### config.mk
export PLATFORM = sky130hd
export DESIGN_NAME = scan_controller
export DESIGN_NICKNAME = d
export VERILOG_FILES = /design/src/rtl/scan_controller.sv
export SDC_FILE = /design/constraint.sdc
export NUM_CORES = 1
export LEC_CHECK = 0
export CORE_UTILIZATION = 52
export DETAILED_ROUTE_END_ITERATION = 10
export GPL_ROUTABILITY_DRIVEN = 1
export GPL_TIMING_DRIVEN = 0
export PLACE_DENSITY = 0.9
export SLEW_MARGIN = 20
export SYNTH_ARGS = -nofsm -noshare
export SYNTH_HDL_FRONTEND = slang
export SYNTH_SLANG_ARGS = --single-unit
### constraint.sdc
create_clock -name clock -period 5.35 [get_ports clock]
set_input_delay 0.535 -clock clock [delete_from_list [all_inputs] [get_ports clock]]
set_output_delay 0.535 -clock clock [all_outputs]
set_load 0.01 [all_outputs]
### src/rtl/scan_controller.sv
// Bit-serial scan-chain driver: streams host bytes into the chain while returning
// the displaced chain contents as bytes, one full chain length per pass.
module scan_controller #(
    parameter int DATA_BUS_WIDTH = 8,
    parameter int CHAIN_LENGTH   = 96
) (
    input  logic                      clock,
    input  logic                      reset,
    input  logic                      start,
    output logic                      busy,
    output logic                      done,
    input  logic [DATA_BUS_WIDTH-1:0] in_data,
    input  logic                      in_valid,
    output logic                      in_ready,
    output logic [DATA_BUS_WIDTH-1:0] out_data,
    output logic                      out_valid,
    input  logic                      out_ready,
    output logic                      test,
    output logic                      scan_in,
    input  logic                      scan_out
);

    localparam int NUM_BYTES = CHAIN_LENGTH / DATA_BUS_WIDTH;
    localparam int BIT_W     = $clog2(DATA_BUS_WIDTH) + 1;
    localparam int BYTE_W    = (NUM_BYTES > 1) ? $clog2(NUM_BYTES) : 1;
    localparam logic [BIT_W-1:0]  BIT_LAST  = BIT_W'(DATA_BUS_WIDTH - 1);
    localparam logic [BYTE_W-1:0] BYTE_LAST = BYTE_W'(NUM_BYTES - 1);

    typedef enum logic [1:0] {IDLE, LOAD, SHIFT, UNLOAD} state_t;

    state_t                    state_reg, state_next;
    logic [DATA_BUS_WIDTH-1:0] shreg_reg, shreg_next;
    logic [BIT_W-1:0]          bit_cnt_reg, bit_cnt_next;
    logic [BYTE_W-1:0]         byte_cnt_reg, byte_cnt_next;
    logic                      done_reg, done_next;

    always_ff @(posedge clock or negedge reset) begin
        if (!reset) begin
            state_reg    <= IDLE;
            shreg_reg    <= '0;
            bit_cnt_reg  <= '0;
            byte_cnt_reg <= '0;
            done_reg     <= 1'b0;
        end else begin
            state_reg    <= state_next;
            shreg_reg    <= shreg_next;
            bit_cnt_reg  <= bit_cnt_next;
            byte_cnt_reg <= byte_cnt_next;
            done_reg     <= done_next;
        end
    end

    always_comb begin
        state_next    = state_reg;
        shreg_next    = shreg_reg;
        bit_cnt_next  = bit_cnt_reg;
        byte_cnt_next = byte_cnt_reg;
        done_next     = 1'b0;
        case (state_reg)
            IDLE: begin
                if (start) begin
                    state_next    = LOAD;
                    byte_cnt_next = '0;
                end
            end
            LOAD: begin
                if (in_valid) begin
                    shreg_next   = in_data;
                    bit_cnt_next = '0;
                    state_next   = SHIFT;
                end
            end
            SHIFT: begin
                // Outgoing bit leaves from the LSB while the returned bit enters at the MSB,
                // so after a full byte the first captured bit sits in the LSB.
                shreg_next   = {scan_out, shreg_reg[DATA_BUS_WIDTH-1:1]};
                bit_cnt_next = bit_cnt_reg + BIT_W'(1);
                if (bit_cnt_reg == BIT_LAST) begin
                    state_next = UNLOAD;
                end
            end
            UNLOAD: begin
                if (out_ready) begin
                    if (byte_cnt_reg == BYTE_LAST) begin
                        state_next = IDLE;
                        done_next  = 1'b1;
                    end else begin
                        byte_cnt_next = byte_cnt_reg + BYTE_W'(1);
                        state_next    = LOAD;
                    end
                end
            end
            default: state_next = IDLE;
        endcase
    end

    assign busy      = (state_reg != IDLE);
    assign done      = done_reg;
    assign in_ready  = (state_reg == LOAD);
    assign out_valid = (state_reg == UNLOAD);
    assign out_data  = shreg_reg;
    assign test      = (state_reg == SHIFT);
    assign scan_in   = test & shreg_reg[0];

endmodule

Word level (Yosys, flattened, before mapping)
Cells that the tools add are included.
- add/subtract/negate cells: 2
- equality and inequality tests: 10
- muxes and demuxes: 17
- bitwise operators: 1
- reduce and logical (&&, ||, !) cells: 7
- operators by type and width (operator ; count):
    4-bit two-way mux ; 4
    4-bit one-hot mux with 2 select lines ; 2
    8-bit one-hot mux with 2 select lines ; 1
    4-bit by 1-bit adder with 4-bit output, second input constant ; 2
    2-bit two-way mux ; 4
    8-bit two-way mux ; 1
    2-bit one-hot mux with 4 select lines ; 1
    4-bit AND reduction ; 2
    2-bit inequality test, second input constant ; 3
    2-bit nonzero test ; 3
    2-bit equality test, second input constant ; 2
    4-bit by 3-bit equality test with 1-bit output, second input constant ; 1
    4-bit equality test, second input constant ; 1
    1-bit two-way mux ; 4
    2-bit by 1-bit inequality test with 1-bit output, second input constant ; 2
    2-bit by 1-bit equality test with 1-bit output, second input constant ; 1
    2-bit logical NOT ; 1
    2-bit AND reduction ; 1
    1-bit AND ; 1
- flip-flop bits (word level): 19

Longest topological paths before layout
Gate-level depths: netlist (run 1).
- word-level depth: 4
- gate-level depth with buffers: 7

Worst setup path before layout (run 1)
Ideal clock, no wire load.
- path type: reg2out
- from: register state_reg[0]
- to: output port scan_in
- data arrival time: 1.314 ns
- slack: 3.501 ns
- stages on the path, launching flop included: 5
- path buffers: 1
- cell sequence: dfrtp_1 -> inv_1 -> ha_1 -> clkbuf_1 -> and2_1
- word-level cells in the longest chain between the ends: 2
- RTL lines (item ; RTL line ; text):
    start, declared ; 31 ; state_t state_reg, state_next;
    start signal, assigned ; 45 ; state_reg <= state_next;
    2-bit equality test ; 102 ; assign test = (state_reg == SHIFT);
    via test ; 18 ; output logic test,
    1-bit AND ; 103 ; assign scan_in = test & shreg_reg[0];
    end, declared ; 19 ; output logic scan_in,
The timed path passes the listed nets, and every way through them passes these cells.

Worst setup path after layout (run 1)
- from: register state_reg[0]
- to: output port scan_in
- word-level cells in the longest chain between the ends: 2
- RTL lines (item ; RTL line):
    2-bit equality test ; 102
    1-bit AND ; 103
Every way passes these cells.

==> results.yml, run 1 <==
timing:
  fin_crit_sh_pct: 53.78
  maxSlewViolCount: 0
  setup_violations: 0
  grt_setup_unrepaired: "no"
  hold_violations: 0
  worst_pin_slew_ns: 0.8601
  slew_headroom_pct: 42.48
  fmax_mhz: 347.6
  holdWs_ns: 0.5523
  period_minus_slack_ns: 2.877
  tns_ns: 0
  skew_ns: 0.01042
layout:
  fillCellCount: 157
  n_antenna_cell: 0
  largest_reg_flops: 8
  drive_gt1_share_pct: 8.844
  area_growth_syn_to_layout_pct: 27.63
  nets: 168
clock_tree:
  cts_hold_buf: 0
  cts.clk_slew.worst_paths_ns: 0.12
  clock-root-buffer: "clkbuf_4"
  cts_tree: "built"
  insertion_delay_ns: 0.31
  htreeDepth: 1
  cts_setup_buffers: 0
  cts_resized: 0
  clock_sinks: 19
  numCtsBuffers: 3
  clockBufferDepth: 2
critical_path:
  worstPathMaxFanout: 10
  cp.arrival_ns: 2.34
  worstSetupPathType: "reg -> out"
  worst_setup_path_start_kind: "register"
  cp-end-kind: "output port"
  critPathRequiredTime_ns: 4.82
synth:
  netlist_area_um2: 1164
  synth_edf_count: 0
  ys_top_cells_by_area: "dfrtp_1, a221o_1, ha_1"
  yosysSeqAreaShare_pct: 40.86
  synth_most_common_cell: "dfrtp_1"
  synth_ff_type: "dfrtp_1"
  yosysUniqueCellTypes: 39
  yosysWarnings: 0
  yosys.area.top_type: "dfrtp_1"
  synthArstFlopShare_pct: 100.0
  synth_cells: 117
  synthTopCellsByCount: "dfrtp_1, nand2b_1, nand3_1"
  syn_avg_cell_area_um2: 9.945
  ys_ff_latch: 19
  yosysTopAreaCellShare_pct: 40.86
  syn-num-nets: 137
floorplanning:
  die_area_um2: 2431
  start_util_pct: 56.99
  fp.dieW_um: 49.31
  rows: 16
  ios: 28
  die_height_um: 49.31
  core_area_um2: 2042
grt:
  grt_max_degree: 20
  grt_util_all_layers_pct: 24.77
  grt_pass1_wl_mm: 4.602
  overflow: 0
  grt_pass1_vias: 1068
  antenna_found_initial: 0
route:
  vias_per_cell: 5.960
  wl_per_cell_um: 14.97
  drt_iter0_drc: 37
  drcViolationCount: 0
  antenna_left: 0
  vias: 1037
  wl_mm: 2.604
  drt_pass1_iterations: 4
pwr:
  power.density_nw_per_um2: 546.7
  p_leak_nw: 0.6348
  ir_worst_vdd_v: 0.0003254
place:
  port_buffers: 26
  dp_hpwl_mm: 1.856
  place_congestion: 0.8133
flow_run:
  maxCapViolCount: 0
worst_hold_path:
  hp-class: "reg -> reg"
status:
  status: "finished, final reports clean"
## worst paths after layout
| path | to | slack, ns | startpoint | cells after the start |
|---|---|---|---|---|
| worst max-delay path | scan_in | 2.47 | state_reg[0]$_DFFE_PN0P_ | 5 |
| max in group asynchronous | out_data[6]$_DFFE_PN0P_ | 4.12 | reset | 1 |
| worst min register to register | out_data[6]$_DFFE_PN0P_ | 0.55 | out_data[6]$_DFFE_PN0P_ | 1 |
| worst min-delay path | out_data[6]$_DFFE_PN0P_ | 0.55 | out_data[6]$_DFFE_PN0P_ | 1 |
| worst max register to register | state_reg[1]$_DFFE_PN0P_ | 3.32 | state_reg[0]$_DFFE_PN0P_ | 6 |
| min in group asynchronous | bit_cnt_reg[2]$_DFFE_PN0P_ | 0.70 | reset | 1 |
## power breakdown
| part | internal, W | total (W) | switching (W) | leakage, nW |
|---|---|---|---|---|
| Combinational | 0.000255 | 0.000479 | 0.000224 | 0.371 |
| Clock | 0.0000280 | 0.0000768 | 0.0000488 | 0.0177 |
| Sequential | 0.000198 | 0.000256 | 0.0000582 | 0.246 |
| Total | 0.000481 | 0.000812 | 0.000331 | 0.635 |
## area by class of cell
type                       instances  area, µm²  share of cell area (%)
clock buffer                       3      22.52                   1.516
timing repair buffer              26      260.3                   17.52
buffer                             9      52.55                   3.538
multi-input combinational         84      616.8                   41.53
tap                               27      33.78                   2.275
sequential                        19      475.5                   32.01
clock inverter                     1      5.005                  0.3370
inverter                           5      18.77                   1.264
## per-layer routing
| metal | global-route usage [%] | vias to the layer above | wire length (µm) |
|---|---|---|---|
| met5 | 0 | - | 0 |
| met4 | 14.22 | 0 | 47 |
| met3 | 3.427 | 5 | 135 |
| met2 | 40.41 | 38 | 1254 |
| met1 | 31.14 | 498 | 1167 |
| li1 | - | 496 | - |
## kinds of logic after synthesis
group | Yosys count | synth area share [%]
AO/OA/AOI/OAI | 33 | 21.94
flip-flops | 19 | 40.86
multiplexers | 3 | 3.118
adder cells (fa/ha/maj) | 6 | 6.451
buffers and inverters | 14 | 6.128
AND/OR/NAND/NOR | 42 | 21.51
## critical path, cell delays in order, from the launching register on
cell and delay [ns]:
dfrtp_1 0.45, inv_1 0.14, ha_1 0.31, clkbuf_1 0.40, and2_1 0.19, clkdlybuf4s50_1 0.53
## layout by cell type, fill, tap and decap left out, types with 2 or more instances in the layout
master,Yosys,final
clkdlybuf4s50_1,0,26
dfrtp_1,19,19
nand3_1,11,11
nand2b_1,11,11
a21oi_1,8,8
a221o_1,8,8
ha_1,6,6
inv_1,5,5
clkbuf_1,4,4
nor2b_1,4,4
nand2_1,3,3
o31ai_1,3,3
clkbuf_4,0,3
and2_1,2,2
buf_6,2,2
buf_2,2,2
o21ai_0,2,2
a22o_1,2,2
nor3_1,2,2
nor2_1,2,2
## metrics by stage
step           total power, W  utilization (%)  area (µm²)  std cells  setup WS (ns)
2_1_floorplan       0.0005694                -        1164        117          3.501
4_1_cts             0.0008151            72.73        1485        174          2.486
3_3_place_gp        0.0007107            71.38        1458        170          2.899
3_5_place_dp        0.0007337            71.38        1458        170          2.872
5_1_grt             0.0008782            72.73        1485        174          2.333
6_report            0.0008120            72.73        1485        174          2.473
Note: power is estimated with default switching activity, not from simulation.
==> run 2: changes to the inputs <==
Settings changed: CORE_UTILIZATION 52 to 48, PLACE_DENSITY 0.9 to 0.85.
Clock period 5.35 ns to 2.74 ns, I/O delays scaled along.
==> run 2 against run 1 <==
Effect of this change:
- setup slack got worse by 2.2 ns
- utilization decreased by 6.8 points
- final area about the same
- highest routed layer unchanged
- clock skew decreased by 0.0066 ns
- sequential cell count unchanged
- first-iteration DRC count decreased by 59%
- non-clock buffer count unchanged
==> results.yml, run 2 (synthesized netlist as in run 1, its figures left out) <==
status:
  status: "finished, final reports clean"
floorplanning:
  fp.dieW_um: 51.24
  core_area_um2: 2255
  start_util_pct: 51.61
  ios: 28
  die_height_um: 51.24
  die_area_um2: 2625
  rows: 17
clock_tree:
  cts.clk_slew.worst_paths_ns: 0.11
  insertion_delay_ns: 0.31
  clock-root-buffer: "clkbuf_4"
  cts_setup_buffers: 0
  cts_resized: 0
  htreeDepth: 1
  clockBufferDepth: 2
  cts_tree: "built"
  cts_hold_buf: 0
  numCtsBuffers: 3
  clock_sinks: 19
timing:
  period_minus_slack_ns: 2.483
  tns_ns: 0
  skew_ns: 0.003864
  fmax_mhz: 402.7
  setup_violations: 0
  hold_violations: 0
  fin_crit_sh_pct: 90.63
  slew_headroom_pct: 43.18
  worst_pin_slew_ns: 0.8496
  maxSlewViolCount: 0
  grt_setup_unrepaired: "no"
layout:
  final_cell_count_no_fill: 175
  largest_reg_flops: 8
  fillCellCount: 205
  seq_area_um2: 475.5
  multi_input_area_um2: 616.8
  final_cell_mix: "clkdlybuf4s50_1, dfrtp_1, nand3_1, nand2b_1"
  drive_gt1_share_pct: 8.844
  n_antenna_cell: 0
  final_util_pct: 65.93
  layout_commonest_cell: "clkdlybuf4s50_1"
  nets: 168
  area_growth_syn_to_layout_pct: 27.74
critical_path:
  worstSetupPathType: "reg -> out"
  critPathBufInv: 3
  cp_top_family: "buffers and inverters"
  cp-end-kind: "output port"
  worstPathMaxFanout: 10
  slowest_delay_ns: 0.53
  crit_slowest_cell: "clkdlybuf4s50_1"
  cp.arrival_ns: 2.21
  critPathRequiredTime_ns: 2.47
  crit_chain: "inv_1 -> ha_1 -> clkbuf_2 -> and2_1 -> clkdlybuf4s50_1"
  worst_setup_path_start_kind: "register"
grt:
  use_met3_pct: 3.274
  antenna_found_initial: 0
  overflow: 0
  use_met1_pct: 25.47
  grt_max_degree: 20
  grt_pass1_wl_mm: 4.353
  grt_util_all_layers_pct: 22.64
  grt_busiest_layer: "met2"
  met2_usage_pct: 41.23
  grt_pass1_vias: 1021
route:
  drcViolationCount: 0
  vias: 1040
  wl_per_cell_um: 15.13
  wl_mm: 2.648
  vias_per_cell: 5.943
  drt_pass1_iterations: 4
  drt_iter0_drc: 15
  antenna_left: 0
place:
  dp.cells: 171
  place_congestion: 0.7587
  port_buffers: 26
  dp_hpwl_mm: 1.879
pwr:
  ir_worst_vdd_v: 0.0005956
  p_leak_nw: 0.6353
  power.density_nw_per_um2: 1068
  power.total_w: 0.001588
worst_hold_path:
  hp-class: "in -> async"
flow_run:
  maxCapViolCount: 0
## run 2: area by class of cell
cell class / instances / share of cell area, %
inverter: 5 / 1.263
multi-input combinational: 84 / 41.50
sequential: 19 / 31.99
buffer: 9 / 3.620
tap: 28 / 2.357
timing repair buffer: 26 / 17.51
clock buffer: 4 / 1.768
## run 2: through the flow
step           instance area, µm²  hold slack, ns  setup WS [ns]
6_report                     1486          0.4378         0.2567
5_1_grt                      1486          0.5171         0.1221
4_1_cts                      1485          0.4632         0.1005
3_5_place_dp                 1459          0.5419         0.4622
3_3_place_gp                 1459          0.5224         0.5239
2_1_floorplan                1164        -0.02159         0.9289
## run 2: metal layers
layer	vias to the layer above	share of wire [%]
li1	494	-
met1	508	43
met2	33	51
met3	5	4.1
met4	0	1.9
met5	-	0
## run 2: report_power, final
group          switching (W)  leakage [nW]  internal, W
Clock              0.0000913        0.0150    0.0000569
Combinational       0.000443         0.374     0.000501
Sequential          0.000110         0.246     0.000387
Total               0.000644         0.635     0.000944
## run 2: worst paths after layout
check	start	endpoint	slack, ns	depth (start not counted)
min in group clock	byte_cnt_reg[3]$_DFFE_PN0P_	byte_cnt_reg[3]$_DFFE_PN0P_	0.56	2
max in group asynchronous	reset	byte_cnt_reg[1]$_DFFE_PN0P_	1.78	1
setup reg to reg	state_reg[0]$_DFFE_PN0P_	state_reg[1]$_DFFE_PN0P_	0.76	6
hold reg to reg	byte_cnt_reg[3]$_DFFE_PN0P_	byte_cnt_reg[3]$_DFFE_PN0P_	0.56	2
hold / removal	reset	out_data[0]$_DFFE_PN0P_	0.44	1
setup / recovery	state_reg[0]$_DFFE_PN0P_	scan_in	0.26	5
